File: config.mk
export PLATFORM = sky130hd
export DESIGN_NAME = enigma_sequencer
export DESIGN_NICKNAME = d
export VERILOG_FILES = /design/src/rtl/enigma_pkg.sv /design/src/rtl/rotor_stepper.sv /design/src/rtl/enigma_sequencer.sv
export SDC_FILE = /design/constraint.sdc
export NUM_CORES = 1
export LEC_CHECK = 0
export ABC_CLOCK_PERIOD_IN_PS = 4580
export CORE_MARGIN = 2
export CORE_UTILIZATION = 45
export CTS_BUF_LIST = sky130_fd_sc_hd__clkbuf_16
export CTS_CLUSTER_SIZE = 28
export DETAILED_ROUTE_END_ITERATION = 16
export GPL_TIMING_DRIVEN = 1
export MAX_ROUTING_LAYER = met4
export PLACE_DENSITY = 0.75
export SKIP_LAST_GASP = 1
export SLEW_MARGIN = 15
export SYNTH_ARGS = -nofsm -noshare
export SYNTH_HDL_FRONTEND = slang
export SYNTH_SLANG_ARGS = --single-unit
File: constraint.sdc
create_clock -name clk -period 4.58 [get_ports clk]
set_clock_uncertainty 0.05 [all_clocks]
set_input_delay 0.916 -clock clk [delete_from_list [all_inputs] [get_ports clk]]
set_output_delay 0.916 -clock clk [all_outputs]
set_load 0.01 [all_outputs]
File: src/rtl/enigma_pkg.sv
// ============================================================================
// Module  : enigma_pkg
// Brief   : Shared constants, stage indices, FSM encoding and rotor helpers.
// Revision: 1.0 - initial release
// ============================================================================
`default_nettype none

package enigma_pkg;

    localparam int POS_W   = 5;
    localparam int ASCII_A = 65;
    localparam int ALPHA   = 26;

    localparam logic [2:0] STG_R_FWD = 3'd0;
    localparam logic [2:0] STG_M_FWD = 3'd1;
    localparam logic [2:0] STG_L_FWD = 3'd2;
    localparam logic [2:0] STG_REFL  = 3'd3;
    localparam logic [2:0] STG_L_BWD = 3'd4;
    localparam logic [2:0] STG_M_BWD = 3'd5;
    localparam logic [2:0] STG_R_BWD = 3'd6;

    typedef enum logic [2:0] {
        S_IDLE  = 3'd0,
        S_STEP  = 3'd1,
        S_ISSUE = 3'd2,
        S_WAIT  = 3'd3,
        S_OUT   = 3'd4
    } state_t;

    function automatic logic [POS_W-1:0] pos_inc(input logic [POS_W-1:0] p);
        return (p == POS_W'(ALPHA - 1)) ? '0 : p + POS_W'(1);
    endfunction

    // Out-of-alphabet configuration values collapse to position 0.
    function automatic logic [POS_W-1:0] pos_clamp(input logic [POS_W-1:0] p);
        return (p > POS_W'(ALPHA - 1)) ? '0 : p;
    endfunction

endpackage

`default_nettype wire

File: src/rtl/rotor_stepper.sv
// ============================================================================
// Module  : rotor_stepper
// Brief   : Combinational next rotor positions with notch and double-step.
// Revision: 1.0 - initial release
// ============================================================================
`default_nettype none

module rotor_stepper
    import enigma_pkg::*;
(
    input  logic [POS_W-1:0] pos_l_i,
    input  logic [POS_W-1:0] pos_m_i,
    input  logic [POS_W-1:0] pos_r_i,
    input  logic [POS_W-1:0] notch_m_i,
    input  logic [POS_W-1:0] notch_r_i,
    output logic [POS_W-1:0] pos_l_o,
    output logic [POS_W-1:0] pos_m_o,
    output logic [POS_W-1:0] pos_r_o
);

    always_comb begin
        pos_l_o = pos_l_i;
        pos_m_o = pos_m_i;
        pos_r_o = pos_inc(pos_r_i);
        // A middle rotor sitting on its notch drags itself and the left rotor.
        if (pos_m_i == notch_m_i) begin
            pos_m_o = pos_inc(pos_m_i);
            pos_l_o = pos_inc(pos_l_i);
        end else if (pos_r_i == notch_r_i) begin
            pos_m_o = pos_inc(pos_m_i);
        end
    end

endmodule

`default_nettype wire

File: src/rtl/enigma_sequencer.sv
// ============================================================================
// Module  : enigma_sequencer
// Brief   : Per-character rotor stepping and seven-stage substitution sequencer.
// Revision: 1.0 - initial release
// ============================================================================
`default_nettype none

module enigma_sequencer
    import enigma_pkg::*;
#(
    parameter logic [4:0] NOTCH_R_DEF = 5'd16,
    parameter logic [4:0] NOTCH_M_DEF = 5'd4,
    parameter int         TIMEOUT     = 255
) (
    input  logic             clk,
    input  logic             reset_n,
    input  logic             set,
    input  logic [14:0]      init_pos,
    input  logic [9:0]       notch_cfg,
    input  logic             valid,
    input  logic [7:0]       din,
    output logic             ready,
    output logic [7:0]       dout,
    output logic             done,
    output logic             err,
    output logic             stage_valid,
    output logic [2:0]       stage_sel,
    output logic             stage_dec,
    output logic [7:0]       stage_din,
    input  logic             stage_done,
    input  logic [7:0]       stage_dout,
    output logic [POS_W-1:0] pos_l,
    output logic [POS_W-1:0] pos_m,
    output logic [POS_W-1:0] pos_r
);

    state_t           state_q;
    logic [POS_W-1:0] pos_l_q, pos_m_q, pos_r_q;
    logic [POS_W-1:0] pos_l_d, pos_m_d, pos_r_d;
    logic [POS_W-1:0] notch_m_q, notch_r_q;
    logic [7:0]       char_q;
    logic [7:0]       tmo_q;
    logic             ready_q, done_q, err_q, stage_valid_q, stage_dec_q;
    logic [7:0]       dout_q, stage_din_q;
    logic [2:0]       stage_sel_q;
    logic [2:0]       next_sel;
    logic             is_letter;

    rotor_stepper u_stepper (
        .pos_l_i   (pos_l_q),
        .pos_m_i   (pos_m_q),
        .pos_r_i   (pos_r_q),
        .notch_m_i (notch_m_q),
        .notch_r_i (notch_r_q),
        .pos_l_o   (pos_l_d),
        .pos_m_o   (pos_m_d),
        .pos_r_o   (pos_r_d)
    );

    assign next_sel  = stage_sel_q + 3'd1;
    assign is_letter = (din >= 8'(ASCII_A)) && (din <= 8'(ASCII_A + ALPHA - 1));

    always_ff @(posedge clk or negedge reset_n) begin
        if (!reset_n) begin
            state_q       <= S_IDLE;
            pos_l_q       <= '0;
            pos_m_q       <= '0;
            pos_r_q       <= '0;
            notch_m_q     <= NOTCH_M_DEF;
            notch_r_q     <= NOTCH_R_DEF;
            char_q        <= '0;
            tmo_q         <= '0;
            ready_q       <= 1'b1;
            done_q        <= 1'b0;
            err_q         <= 1'b0;
            dout_q        <= '0;
            stage_valid_q <= 1'b0;
            stage_sel_q   <= '0;
            stage_dec_q   <= 1'b0;
            stage_din_q   <= '0;
        end else begin
            done_q        <= 1'b0;
            err_q         <= 1'b0;
            stage_valid_q <= 1'b0;
            case (state_q)
                S_IDLE: begin
                    if (set) begin
                        pos_l_q   <= pos_clamp(init_pos[14:10]);
                        pos_m_q   <= pos_clamp(init_pos[9:5]);
                        pos_r_q   <= pos_clamp(init_pos[4:0]);
                        notch_m_q <= pos_clamp(notch_cfg[9:5]);
                        notch_r_q <= pos_clamp(notch_cfg[4:0]);
                    end else if (valid) begin
                        ready_q <= 1'b0;
                        if (is_letter) begin
                            char_q  <= din;
                            state_q <= S_STEP;
                        end else begin
                            dout_q  <= din;
                            done_q  <= 1'b1;
                            state_q <= S_OUT;
                        end
                    end
                end
                S_STEP: begin
                    pos_l_q       <= pos_l_d;
                    pos_m_q       <= pos_m_d;
                    pos_r_q       <= pos_r_d;
                    stage_valid_q <= 1'b1;
                    stage_sel_q   <= STG_R_FWD;
                    stage_dec_q   <= 1'b0;
                    stage_din_q   <= char_q;
                    tmo_q         <= '0;
                    state_q       <= S_ISSUE;
                end
                S_ISSUE: state_q <= S_WAIT;
                S_WAIT: begin
                    if (stage_done) begin
                        if (stage_sel_q == STG_R_BWD) begin
                            dout_q  <= stage_dout;
                            done_q  <= 1'b1;
                            state_q <= S_OUT;
                        end else begin
                            stage_valid_q <= 1'b1;
                            stage_sel_q   <= next_sel;
                            stage_dec_q   <= (next_sel >= STG_L_BWD);
                            stage_din_q   <= stage_dout;
                            tmo_q         <= '0;
                            state_q       <= S_ISSUE;
                        end
                    end else if (tmo_q == 8'(TIMEOUT - 1)) begin
                        // Abandon the character; rotors keep their stepped state.
                        err_q   <= 1'b1;
                        ready_q <= 1'b1;
                        state_q <= S_IDLE;
                    end else begin
                        tmo_q <= tmo_q + 8'd1;
                    end
                end
                S_OUT: begin
                    dout_q  <= '0;
                    ready_q <= 1'b1;
                    state_q <= S_IDLE;
                end
                default: begin
                    ready_q <= 1'b1;
                    state_q <= S_IDLE;
                end
            endcase
        end
    end

    assign ready       = ready_q;
    assign dout        = dout_q;
    assign done        = done_q;
    assign err         = err_q;
    assign stage_valid = stage_valid_q;
    assign stage_sel   = stage_sel_q;
    assign stage_dec   = stage_dec_q;
    assign stage_din   = stage_din_q;
    assign pos_l       = pos_l_q;
    assign pos_m       = pos_m_q;
    assign pos_r       = pos_r_q;

endmodule

`default_nettype wire

Yosys cells after proc, flatten, opt, wreduce, memory -nomap -nowiden:

Index checks and enable logic that the tools add are counted.

* register bits after elaboration: 68
* input port bits: 46
* output and inout bits: 39
* logic and storage cells: 132

* add/subtract/negate cells: 5
* magnitude comparators: 8
* equality and inequality tests: 25
* mux-type cells: 60
* bitwise logic cells: 2
* reduce and logical (&&, ||, !) cells: 16

Operators by type and width (number)
* $mux W8: 10
* $mux W5: 14
* $pmux W8 S2: 2
* $pmux W5 S2: 3
* $gt A5 B5 Y1 const B: 5
* $mux W3: 8
* $pmux W8 S3: 1
* $ne A2 B2 Y1 const B: 9
* $mux W1: 16
* $add A5 B1 Y5 const B: 3
* $eq A5 B5 Y1 const B: 3
* $reduce_and A3 Y1: 5
* $pmux W3 S4: 1
* $eq A5 B5 Y1: 2
* $ne A3 B3 Y1 const B: 3
* $add A8 B1 Y8 const B: 1
* $eq A8 B8 Y1 const B: 1
* $ge A8 B7 Y1 const B: 1
* $le A8 B7 Y1 const B: 1
* $eq A3 B2 Y1 const B: 2
* $eq A3 B3 Y1 const B: 2
* $pmux W1 S2: 3
* $pmux W3 S2: 1
* $reduce_and A6 Y1: 1
* other kinds (15): 18

Longest topological paths before layout:

* word-level depth: 6
* gate-level depth with buffers: 8
* gate-level depth less buffers: 7

By module:

A second synthesis with hierarchy kept.

* cell total of the unflattened synthesis: 387
* area, all modules: 3834.9 µm²

By module, submodules not included
* enigma_sequencer: times used 1, cells an instance 307, area each 3251.9 µm², sequential area each 1680.4 µm²
* rotor_stepper: times used 1, cells an instance 80, area each 583.1 µm², sequential area each 0.0 µm²

Least setup slack after synthesis:

OpenSTA, ideal clock, no wires.

* kind: input to register
* start: input din[1]
* end: register dout_q[0], in the netlist dout[0]
* library setup time: 0.125 ns
* data arrival time: 2.157 ns
* data required time: 4.405 ns
* setup slack: 2.248 ns
* stages on the path: 5
* buffers on the path: 0
* cell sequence: a21o_1 nand3_1 nand4_2 o41ai_4 mux2_2

* cells in the longest elaborated chain, start to end: 4
* elaborated cells between the ends (all ways): 5
* those cells by class: order compare (2); eq/ne (1); reduce/logical (2)

RTL lines
* start: declaration: line enigma_sequencer.sv:21 `input logic [7:0] din,`
* $ge A8 B7 Y1 / $le A8 B7 Y1 (equally long branches): line enigma_sequencer.sv:61 `assign is_letter = (din >= 8'(ASCII_A)) && (din <= 8'(ASCII_A + ALPHA - 1));`
* $logic_and A1 B1 Y1 (*): line enigma_sequencer.sv:61
* $ne A2 B2 Y1 (no line) (*)
* $reduce_and A6 Y1 (no line) (*)
* end signal: assignment: line enigma_sequencer.sv:99 `dout_q <= din;`
* end signal: assignment: line enigma_sequencer.sv:120 `dout_q <= stage_dout;`
* end: declaration: line enigma_sequencer.sv:44 `logic [7:0] dout_q, stage_din_q;`

Every way passes the cells marked *; elsewhere a longest branch is shown, timed or not.
A chain may end at the register's enable or synchronous reset.

Worst setup path in the final report:

* start: input set
* end: register pos_m_q[0], in the netlist pos_m[0]

* cells in the longest elaborated chain, start to end: 2

RTL lines
* start: declaration: line enigma_sequencer.sv:17 `input logic set,`
* $ne A2 B2 Y1 (no line)
* $reduce_and A3 Y1 (no line)
* end signal: assignment: line enigma_sequencer.sv:89 `pos_m_q <= pos_clamp(init_pos[9:5]);`
* end signal: assignment: line enigma_sequencer.sv:107 `pos_m_q <= pos_m_d;`
* end: declaration: line enigma_sequencer.sv:38 `logic [POS_W-1:0] pos_l_q, pos_m_q, pos_r_q;`

Every way passes these cells.

==> impl_metrics.json <==
{
  "layout_worst_path_cycle_share_pct": 62.05,
  "worstPathRequired_ns": 4.75,
  "cts_root_buffer": "sky130_fd_sc_hd__clkbuf_16",
  "ys_seq_elements": 67,
  "utilization_pct": 62.64,
  "synth_common_cells": "sky130_fd_sc_hd__nand2_1 (66), sky130_fd_sc_hd__dfrtp_1 (64), sky130_fd_sc_hd__o21ai_0 (40)",
  "drive_above_1_share_pct": 9.434,
  "max-vdd-ir-drop_v": 0.0003170,
  "grt_setup_unrepaired": "false",
  "h-tree-depth": 3,
  "timing_worst_slew_pin_value_ns": 1.133,
  "synth-edff-count": 0,
  "start_util_pct": 46.78,
  "drt-wirelength-per-cell_um": 15.99,
  "layout.filler_cells": 657,
  "outcome": "finished, final reports clean",
  "synth_simple_gate_area_share_pct": 20.90,
  "global_route.usage.total_pct": 22.61,
  "cts_inserted_buffers": 9,
  "hold_viol_final": 0,
  "grt.overflow.total": 0,
  "dominantRegCellSynth": "sky130_fd_sc_hd__dfrtp_1",
  "synth-adder-area-share_pct": 3.444,
  "layout_min_cycle_time_ns": 2.842,
  "setup.worst_path.start_class": "input pin",
  "routed_wl_mm": 9.258,
  "design.portCount": 85,
  "yosys-mux-area-fraction_pct": 5.200,
  "worst-path-max-fanout": 15,
  "finalNetCount": 528,
  "gp_congestion": 0.8352,
  "critPathKind": "in -> reg",
  "placedInstanceArea_um2": 4541,
  "p_leak_uw": 0.002083,
  "final.setup.tns_ns": 0,
  "drtPass1Iterations": 4,
  "core_area_um2": 7767,
  "dr.first_iter.drc_count": 252,
  "final-max-slew-violation-count": 0,
  "synth.top_cells.by_area": "sky130_fd_sc_hd__dfrtp_1 (44%), sky130_fd_sc_hd__nand2_1 (6.8%), sky130_fd_sc_hd__o21ai_0 (5.5%)",
  "cp_data_arrival_time_ns": 3.01,
  "cts_hold_buf": 0,
  "synth_seq_area_share_pct": 46.25,
  "max_cap_check_violation_count": 0,
  "fp.dieArea_um2": 8809,
  "route.detailed.vias_per_inst": 5.634,
  "buffer_ports.inserted": 84,
  "die_h_um": 93.86,
  "initial_antenna_violation_count": 0,
  "grt_pass1_vias": 3186,
  "num_vias": 3262,
  "asr_flop_ratio_synth_pct": 100.0,
  "synth.largest_area_cell": "sky130_fd_sc_hd__dfrtp_1",
  "tritoncts": "built",
  "post_cts.repair.setup_buffers": 0,
  "drt_drc_violations_left": 0,
  "synth_compound_area_share_pct": 17.42,
  "main_combinational_cell_family_by_area_after_synthesis": "simple AND/OR/NAND/NOR gates",
  "postSynthNetCount": 447,
  "final-instance-count-excl-fill": 579,
  "power_density_nw_per_um2": 653.2,
  "post-synth-top-count-cell": "sky130_fd_sc_hd__nand2_1",
  "maxSlewHeadroom_pct": 24.45,
  "hp-class": "reg -> reg",
  "detailedPlacementHpwl_mm": 6.669,
  "endpoint_kind": "flop",
  "antenna_violating_nets_post_route": 0,
  "first_pass_grt_wire_length_mm": 15.19,
  "clk_transition_reported_paths_ns": 0.06,
  "syn_inst": 391,
  "rows": 32,
  "max_freq_ghz": 0.3519,
  "dpl.cell_count": 563,
  "resized_cells_post_cts": 0,
  "cts.sinks": 67,
  "yosys.area_share.xor_xnor_pct": 4.098,
  "clkLatencyLatePin_ns": 0.33,
  "setup_viol_count_final": 0,
  "layout.cell_area.non_filler_um2": 4866,
  "pin_count_of_the_biggest_net_entering_global_routing": 38,
  "area.growth.synth_to_final_pct": 33.92,
  "num_antenna_cells": 0,
  "die-width_um": 93.86,
  "synthesis.area_per_instance_um2": 9.293,
  "ff2ff_setup_slack_ns": 1.82,
  "post_synth_instance_area_um2": 3633,
  "cts-root-to-sink-buffers": 2,
  "yosys.cell_types.count": 51,
  "ys.warnings.count": 0,
  "post-synth-top-area-fraction_pct": 44.08
}
critical path: stages:
cell	delay, ns
sky130_fd_sc_hd__clkdlybuf4s50_1	0.53
sky130_fd_sc_hd__nor2_1	0.08
sky130_fd_sc_hd__or3_1	0.56
sky130_fd_sc_hd__o41ai_4	0.46
sky130_fd_sc_hd__nor2_2	0.13
sky130_fd_sc_hd__mux2_1	0.32
layer usage:
metal	GRT usage [%]	wire (µm)	share of wire (%)	vias to the layer above
met5	-	0	0	-
met3	4.173	361	3.9	10
li1	-	-	-	1552
met1	29.24	4126	45	1614
met2	36.67	4648	50	86
met4	6.522	121	1.3	0
worst paths after layout:
check,endpoint,depth (start not counted),startpoint
worst max-delay path,pos_m[0],6,set
worst min-delay path,char_q[6],1,char_q[6]
worst max register to register,stage_din[1],4,state_q[1]
worst min register to register,char_q[6],1,char_q[6]
max in group asynchronous,ready,2,reset_n
min in group asynchronous,dout[5],1,reset_n
registers in the layout (all words and copies together), names as in the netlist, 2 cells and up:
| name | flops |
|---|---|
| char_q | 8 |
| pos_m | 5 |
| pos_l | 5 |
| stage_din | 8 |
| state_q | 3 |
| tmo_q | 8 |
| stage_sel | 2 |
| notch_m_q | 5 |
| pos_r | 5 |
| dout | 8 |
| notch_r_q | 5 |
kinds of logic (layout without fill, tap and decap cells):
group	after synthesis	in the layout
muxes	17	17
adders and majority gates	10	10
DFF	67	67
buffers and inverters	23	109
AOI/OAI and AO/OA	98	98
and+or+nand+nor	159	159
xor gates and xnor gates	17	17
cells in the final DEF, fill, tap and decap left out, types with 3 or more instances in the layout:
cell,netlist,routed
sky130_fd_sc_hd__dfrtp_1,64,64
sky130_fd_sc_hd__a31oi_1,9,9
sky130_fd_sc_hd__nand2_1,66,66
sky130_fd_sc_hd__nand3_1,16,16
sky130_fd_sc_hd__clkbuf_16,0,9
sky130_fd_sc_hd__nor2b_1,5,5
sky130_fd_sc_hd__nor3_1,14,14
sky130_fd_sc_hd__nand4b_1,3,3
sky130_fd_sc_hd__ha_1,10,10
sky130_fd_sc_hd__and3_1,3,3
sky130_fd_sc_hd__inv_1,7,7
sky130_fd_sc_hd__xnor2_1,14,14
sky130_fd_sc_hd__xor2_1,3,3
sky130_fd_sc_hd__mux2_2,14,14
sky130_fd_sc_hd__o21ai_0,40,40
sky130_fd_sc_hd__o21a_1,3,3
sky130_fd_sc_hd__a21oi_1,18,18
sky130_fd_sc_hd__dfstp_2,3,3
sky130_fd_sc_hd__o211ai_1,6,6
sky130_fd_sc_hd__o2bb2ai_1,6,6
sky130_fd_sc_hd__nor2_1,31,31
sky130_fd_sc_hd__clkdlybuf4s50_1,0,83
cell type report:
class / count / area [µm²] / area share (%)
timing repair buffer: 86 / 850.8 / 17.49
clock inverter: 7 / 100.1 / 2.057
inverter: 7 / 26.28 / 0.5400
sequential: 67 / 1680 / 34.53
multi-input combinational: 301 / 1856 / 38.13
clock buffer: 9 / 225.2 / 4.628
tap: 102 / 127.6 / 2.623
report_power, final:
part	internal, µW	switching [µW]	total, µW
clock network	481	269	750
logic	659	688	1350
registers	827	255	1080
per-stage QoR:
step                worst slack (ns)  hold WS (ns)  total power [µW]
floorplan                      2.248        0.3838              1857
global route                   1.630        0.4450              3377
detailed placement             1.410        0.4053              2427
finish                         1.738        0.4194              3179
global placement               1.470        0.4095              2373
CTS                            1.764        0.4194              3188
Power figures use the tool's default switching activity.
